File: config.mk
export PLATFORM = sky130hd
export DESIGN_NAME = key_sw_filter
export DESIGN_NICKNAME = d
export VERILOG_FILES = /design/src/rtl/key_sw_filter.sv
export SDC_FILE = /design/constraint.sdc
export NUM_CORES = 1
export LEC_CHECK = 0
export ABC_AREA = 0
export CAP_MARGIN = 20
export CORE_UTILIZATION = 55
export CTS_BUF_LIST = sky130_fd_sc_hd__clkbuf_16
export CTS_CLUSTER_SIZE = 10
export DETAILED_ROUTE_END_ITERATION = 8
export PLACE_DENSITY = 0.8
export SLEW_MARGIN = 15
export SYNTH_ARGS = -nofsm -noshare
export SYNTH_HDL_FRONTEND = slang
export SYNTH_SLANG_ARGS = --single-unit
File: constraint.sdc
create_clock -name CLK -period 2.5 [get_ports CLK]
set_clock_uncertainty 0.05 [all_clocks]
set_input_delay 0.5 -clock CLK [delete_from_list [all_inputs] [get_ports CLK]]
set_output_delay 0.5 -clock CLK [all_outputs]
set_load 0.1 [all_outputs]
File: src/rtl/key_sw_filter.sv
// Debounce and edge/auto-repeat pulse generator for N key/switch inputs.
// A shared prescaler tick paces sampling; each channel filters, detects edges and repeats on its own.
module key_sw_filter #(
  parameter int N          = 12,
  parameter int DIV        = 1250000,
  parameter int STABLE     = 3,
  parameter int ACTIVE_LOW = 1,
  parameter int REP_DLY    = 20,
  parameter int REP_INT    = 4
) (
  input  logic         CLK,
  input  logic         RST,
  input  logic [N-1:0] IN,
  input  logic [1:0]   EDGE_SEL,
  input  logic [N-1:0] REP_EN,
  output logic [N-1:0] LEVEL,
  output logic [N-1:0] PULSE,
  output logic         TICK
);

  localparam int PW   = (DIV > 1) ? $clog2(DIV) : 1;
  localparam int SW   = $clog2(STABLE + 1);
  localparam int RMAX = (REP_DLY > REP_INT) ? REP_DLY : REP_INT;
  localparam int RW   = $clog2(RMAX + 1);

  localparam logic          IDLE_LVL  = (ACTIVE_LOW != 0);
  localparam logic [PW-1:0] DIV_M1    = PW'(DIV - 1);
  localparam logic [PW-1:0] DIV_M2    = PW'(DIV - 2);
  localparam logic [SW-1:0] STABLE_M1 = SW'(STABLE - 1);
  localparam logic [RW-1:0] DLY_C     = RW'(REP_DLY);
  localparam logic [RW-1:0] INT_C     = RW'(REP_INT);

  typedef enum logic [1:0] {R_IDLE, R_HOLD, R_RPT} rpt_t;

  logic [PW-1:0] presc_reg;
  logic          tick_reg;
  logic [N-1:0]  sync1_reg;
  logic [N-1:0]  sync2_reg;

  // TICK is registered one cycle early so it is high exactly while presc_reg == DIV-1.
  always_ff @(posedge CLK or negedge RST) begin
    if (!RST) begin
      presc_reg <= '0;
      tick_reg  <= 1'b0;
    end else begin
      presc_reg <= (presc_reg == DIV_M1) ? '0 : presc_reg + 1'b1;
      tick_reg  <= (presc_reg == DIV_M2);
    end
  end

  always_ff @(posedge CLK or negedge RST) begin
    if (!RST) begin
      sync1_reg <= {N{IDLE_LVL}};
      sync2_reg <= {N{IDLE_LVL}};
    end else begin
      sync1_reg <= IN;
      sync2_reg <= sync1_reg;
    end
  end

  assign TICK = tick_reg;

  for (genvar gi = 0; gi < N; gi++) begin : g_ch
    logic [SW-1:0] stab_reg;
    logic [RW-1:0] rcnt_reg;
    rpt_t          st_reg;
    logic          level_reg;
    logic          pulse_reg;
    logic          differ;
    logic          accept;
    logic          press_acc;
    logic          rel_acc;
    logic          edge_hit;
    logic [RW-1:0] rcnt_nx;

    assign differ    = sync2_reg[gi] ^ level_reg;
    assign accept    = tick_reg && differ && (stab_reg == STABLE_M1);
    assign press_acc = accept && (sync2_reg[gi] != IDLE_LVL);
    assign rel_acc   = accept && (sync2_reg[gi] == IDLE_LVL);
    assign edge_hit  = (press_acc && (EDGE_SEL == 2'b00)) ||
                       (rel_acc   && (EDGE_SEL == 2'b01)) ||
                       (accept    && (EDGE_SEL == 2'b10));
    assign rcnt_nx   = rcnt_reg + 1'b1;

    always_ff @(posedge CLK or negedge RST) begin
      if (!RST) begin
        stab_reg  <= '0;
        rcnt_reg  <= '0;
        st_reg    <= R_IDLE;
        level_reg <= IDLE_LVL;
        pulse_reg <= 1'b0;
      end else begin
        pulse_reg <= edge_hit;
        if (tick_reg) begin
          stab_reg <= (differ && !accept) ? stab_reg + 1'b1 : '0;
        end
        if (accept) begin
          level_reg <= sync2_reg[gi];
        end
        // A release always lands in IDLE, so its edge pulse can never meet a repeat pulse.
        case (st_reg)
          R_IDLE: begin
            if (press_acc && REP_EN[gi]) begin
              st_reg   <= R_HOLD;
              rcnt_reg <= '0;
            end
          end
          R_HOLD: begin
            if (rel_acc || !REP_EN[gi]) begin
              st_reg   <= R_IDLE;
              rcnt_reg <= '0;
            end else if (tick_reg) begin
              if (rcnt_nx == DLY_C) begin
                pulse_reg <= 1'b1;
                rcnt_reg  <= '0;
                st_reg    <= R_RPT;
              end else begin
                rcnt_reg <= rcnt_nx;
              end
            end
          end
          R_RPT: begin
            if (rel_acc || !REP_EN[gi]) begin
              st_reg   <= R_IDLE;
              rcnt_reg <= '0;
            end else if (tick_reg) begin
              if (rcnt_nx == INT_C) begin
                pulse_reg <= 1'b1;
                rcnt_reg  <= '0;
              end else begin
                rcnt_reg <= rcnt_nx;
              end
            end
          end
          default: begin
            st_reg   <= R_IDLE;
            rcnt_reg <= '0;
          end
        endcase
      end
    end

    assign LEVEL[gi] = level_reg;
    assign PULSE[gi] = pulse_reg;
  end

endmodule

==> impl_metrics.csv <==
group,metric,value,unit
outcome,run_status,"finished, final reports clean",
critical_path,timing.critical_path.cells,"buf_4 > nand2_1 > o211ai_1 > a21boi_0 > o21ai_0 > nand2_1 > o21ai_0",
drt,first_drt_pass_iteration_count,5,
placed_design,place_congestion,0.914,
cts,cts_num_sinks,178,
final_layout,final-instance-count-excl-fill,1410,
die,width_of_the_die,139,um
cts,clk_root_buffer_cell,"sky130_fd_sc_hd__clkbuf_16",
synthesis,ys_seq_area_share,43.3,%
synthesis,syn_nets,1202,
cts,cts_hold_buffers,0,
critical_path,critPathMaxFanout,17,
critical_path,worst_setup_sp_type,"flip-flop",
timing,finalCriticalPeriod,2.34,ns
power,vdd_drop_max,419,uV
drt,final_antenna_net_count,0,
critical_path,critPathArrivalTime,2.60,ns
synthesis,synth.avg_cell_area,9.36,sq um
global_route,first_global_vias,7921,
synthesis,synth_cell_types,76,
die,floorplan.io_pins,53,
final_layout,register_area,0.00450,sq mm
min_path,holdCritPathClass,"input port to async pin",
power,power_density,546,mW/mm^2
critical_path,cpLargestDelayFamily,"compound AO/OA/AOI/OAI gates",
timing,maximum_clock_frequency,427,MHz
final_layout,largest_reg_flops,60,
final_layout,multi_input_comb_area,0.00537,sq mm
final_layout,drive_above_1_share,14.3,%
synthesis,synth.cell_area,0.0104,sq mm
synthesis,synth.top_cell.area_share,34.2,%
placed_design,dp.final_hpwl,14.8,mm
timing,fin_tns_setup,0,ns
synthesis,postSynth.asyncResetShare,100,%
critical_path,cpPeakStageDelay,0.64,ns
final_layout,layout_common_cells,"141 x sky130_fd_sc_hd__dfrtp_1, 134 x sky130_fd_sc_hd__nand2_1, 91 x sky130_fd_sc_hd__o21ai_0",
timing,final.period_utilization,93.7,%
timing,final-max-slew-violation-count,0,
global_route,global_route.overflow_total,0,
final_layout,final_util,64.0,%
critical_path,crit_type,"flip-flop to flip-flop",
timing,finalHoldViolations,0,
cts,cts_tree,"built",
cts,cts.path.max_buffers,2,
die,std_cell_rows,49,
power,power.clock.fraction,41.5,%
cts,cts.reportedPaths.clkPinSlew,0.07,ns
cts,h-tree-depth,4,
power,report.power.total,6.39,mW
synthesis,syn_inst,1110,
drt,routed_wl,21.2,mm
placed_design,placedCellCount,1378,
die,die_height,139,um
drt,detail_route.drc_violations,0,
final_layout,area_overhead_vs_synth,12.6,%
placed_design,port-buffer-count,52,
run,max_cap_violations,0,
power,power_frac_comb,11.2,%
synthesis,synth.largest_area_cell,"sky130_fd_sc_hd__dfrtp_1",
synthesis,yosysWarnings,0,
final_layout,layout.nets,1260,
final_layout,final_common_cell,"sky130_fd_sc_hd__dfrtp_1",
power,sw_frac_of_total,25.0,%
power,p_sw,1.60,mW
global_route,grt_first_pass_wirelength,36.5,mm
cts,cts_inserted_buffers,17,
global_route,grt_antenna_before_repair,0,
timing,slew-limit-headroom,61.3,%
global_route,largest_net_degree_at_the_start_of_global_routing,70,
drt,detail_route.iter0.violations,413,
drt,route.detailed.wl_per_inst,15.1,um
timing,rsz0062_at_grt,"false",
critical_path,critPathCaptureType,"flip-flop",
drt,route.vias.total,8233,
critical_path,critical-path-slowest-cell,"sky130_fd_sc_hd__dfrtp_2",
critical_path,timing.critical_path.buf_inv,1,
cts,cts_setup_buffers,0,
timing,holdWs,0.0455,ns
drt,detail_route.vias_per_cell,5.84,
die,core,0.0183,sq mm
die,floorplan.initialDensity,56.9,%
power,power_report.internal_total,4.79,mW
final_layout,antennaDiodeCount,0,
die,die-area,0.0195,sq mm
global_route,gr_util_all_layers,23.0,%
power,p_leak,5.06,nW
final_layout,fillerInstances,1397,
cts,post_cts.resized_instances,0,
synthesis,synth_area_leaders,"sky130_fd_sc_hd__dfrtp_1 34%, sky130_fd_sc_hd__dfstp_2 9.1%, sky130_fd_sc_hd__ha_1 7.7%",
synthesis,synth-edff-count,0,
power,pwr-share-seq,47.4,%
timing,setup_viol,0,
critical_path,worstPathRequired,2.76,ns
timing,worst_pin_slew,0.577,ns
cts,worst_skew_pair.late_latency,0.43,ns
synthesis,synth_top_flop_cell,"sky130_fd_sc_hd__dfrtp_1",
synthesis,ys_seq_elements,178,
[cells in the mapped netlist, types with 6 or more instances]
master and number:
sky130_fd_sc_hd__clkbuf_1 9, sky130_fd_sc_hd__a31oi_1 7, sky130_fd_sc_hd__o31ai_1 18, sky130_fd_sc_hd__and3_1 10, sky130_fd_sc_hd__or3_1 12, sky130_fd_sc_hd__xnor2_1 17
sky130_fd_sc_hd__o21ai_0 91, sky130_fd_sc_hd__dfstp_2 36, sky130_fd_sc_hd__a21o_1 12, sky130_fd_sc_hd__ha_1 64, sky130_fd_sc_hd__nand3_1 53, sky130_fd_sc_hd__nand4_1 12
sky130_fd_sc_hd__nor3b_1 12, sky130_fd_sc_hd__nand2_1 134, sky130_fd_sc_hd__o211ai_1 9, sky130_fd_sc_hd__or2_2 6, sky130_fd_sc_hd__dfrtp_1 142, sky130_fd_sc_hd__o41ai_1 6
sky130_fd_sc_hd__inv_1 70, sky130_fd_sc_hd__o22ai_1 13, sky130_fd_sc_hd__nand3b_1 6, sky130_fd_sc_hd__a21oi_1 62, sky130_fd_sc_hd__nor3_1 19, sky130_fd_sc_hd__mux2_2 22
sky130_fd_sc_hd__a22o_1 8, sky130_fd_sc_hd__xor2_1 14, sky130_fd_sc_hd__nor2b_1 15, sky130_fd_sc_hd__buf_4 25, sky130_fd_sc_hd__o21a_1 10, sky130_fd_sc_hd__nand2b_1 35
sky130_fd_sc_hd__mux2i_1 11, sky130_fd_sc_hd__nor2_1 56
[metrics by stage]
stage	setup WS [ns]	instance area [sq um]
2_1_floorplan	0.326	10400
3_3_place_gp	0.223	11100
3_5_place_dp	0.152	11100
4_1_cts	0.194	11700
5_1_grt	0.00842	11700
6_report	0.157	11700
[metal layers]
metal  vias up  routed length [um]  track usage, %
met3        28                 792            4.40
met2       168               10600            39.7
met4         0                 229            6.90
li1       4044                   -               -
met1      3993                9630            29.3
met5         -                   0               0
[power by group through the flow]
stage               Combinational, mW  Clock, mW  Sequential, mW
floorplan                       0.438          0            3.06
global placement                0.682          0            3.07
detailed placement              0.701          0            3.08
CTS                             0.714       2.71            3.03
global route                    0.805       2.84            3.04
finish                          0.713       2.65            3.03
[layout make-up]
| type | instances | area share (%) |
|---|---|---|
| Multi-Input combinational cell | 822 | 45.9 |
| Tap cell | 229 | 2.45 |
| Sequential cell | 178 | 38.5 |
| Clock buffer | 17 | 3.64 |
| Clock inverter | 15 | 1.32 |
| Inverter | 70 | 2.25 |
| Timing Repair Buffer | 79 | 6.00 |
[kinds of logic after synthesis]
logic type / share of synthesized area (%)
simple gates: 19.3
compound gates: 18.6
flops: 43.3
buf+inv: 5.06
fa+ha+maj: 7.70
mux: 3.44
xor+xnor: 2.61
[worst paths after layout]
check                                        from                         endpoint  slack [ns]  cells past startpoint
max reg2reg                        TICK$_DFF_PN0_   g_ch[11].st_reg[0]$_DFFE_PN0P_        0.16                      7
min in group CLK           sync1_reg[6]$_DFF_PN1_           sync2_reg[6]$_DFF_PN1_        0.30                      0
min                                           RST  g_ch[1].rcnt_reg[2]$_DFFE_PN0P_        0.05                      1
min reg2reg                sync1_reg[6]$_DFF_PN1_           sync2_reg[6]$_DFF_PN1_        0.30                      0
max in group asynchronous                     RST           sync1_reg[3]$_DFF_PN1_        1.67                      2
max                                TICK$_DFF_PN0_   g_ch[11].st_reg[0]$_DFFE_PN0P_        0.16                      7
(Power assumes the default switching activity.)
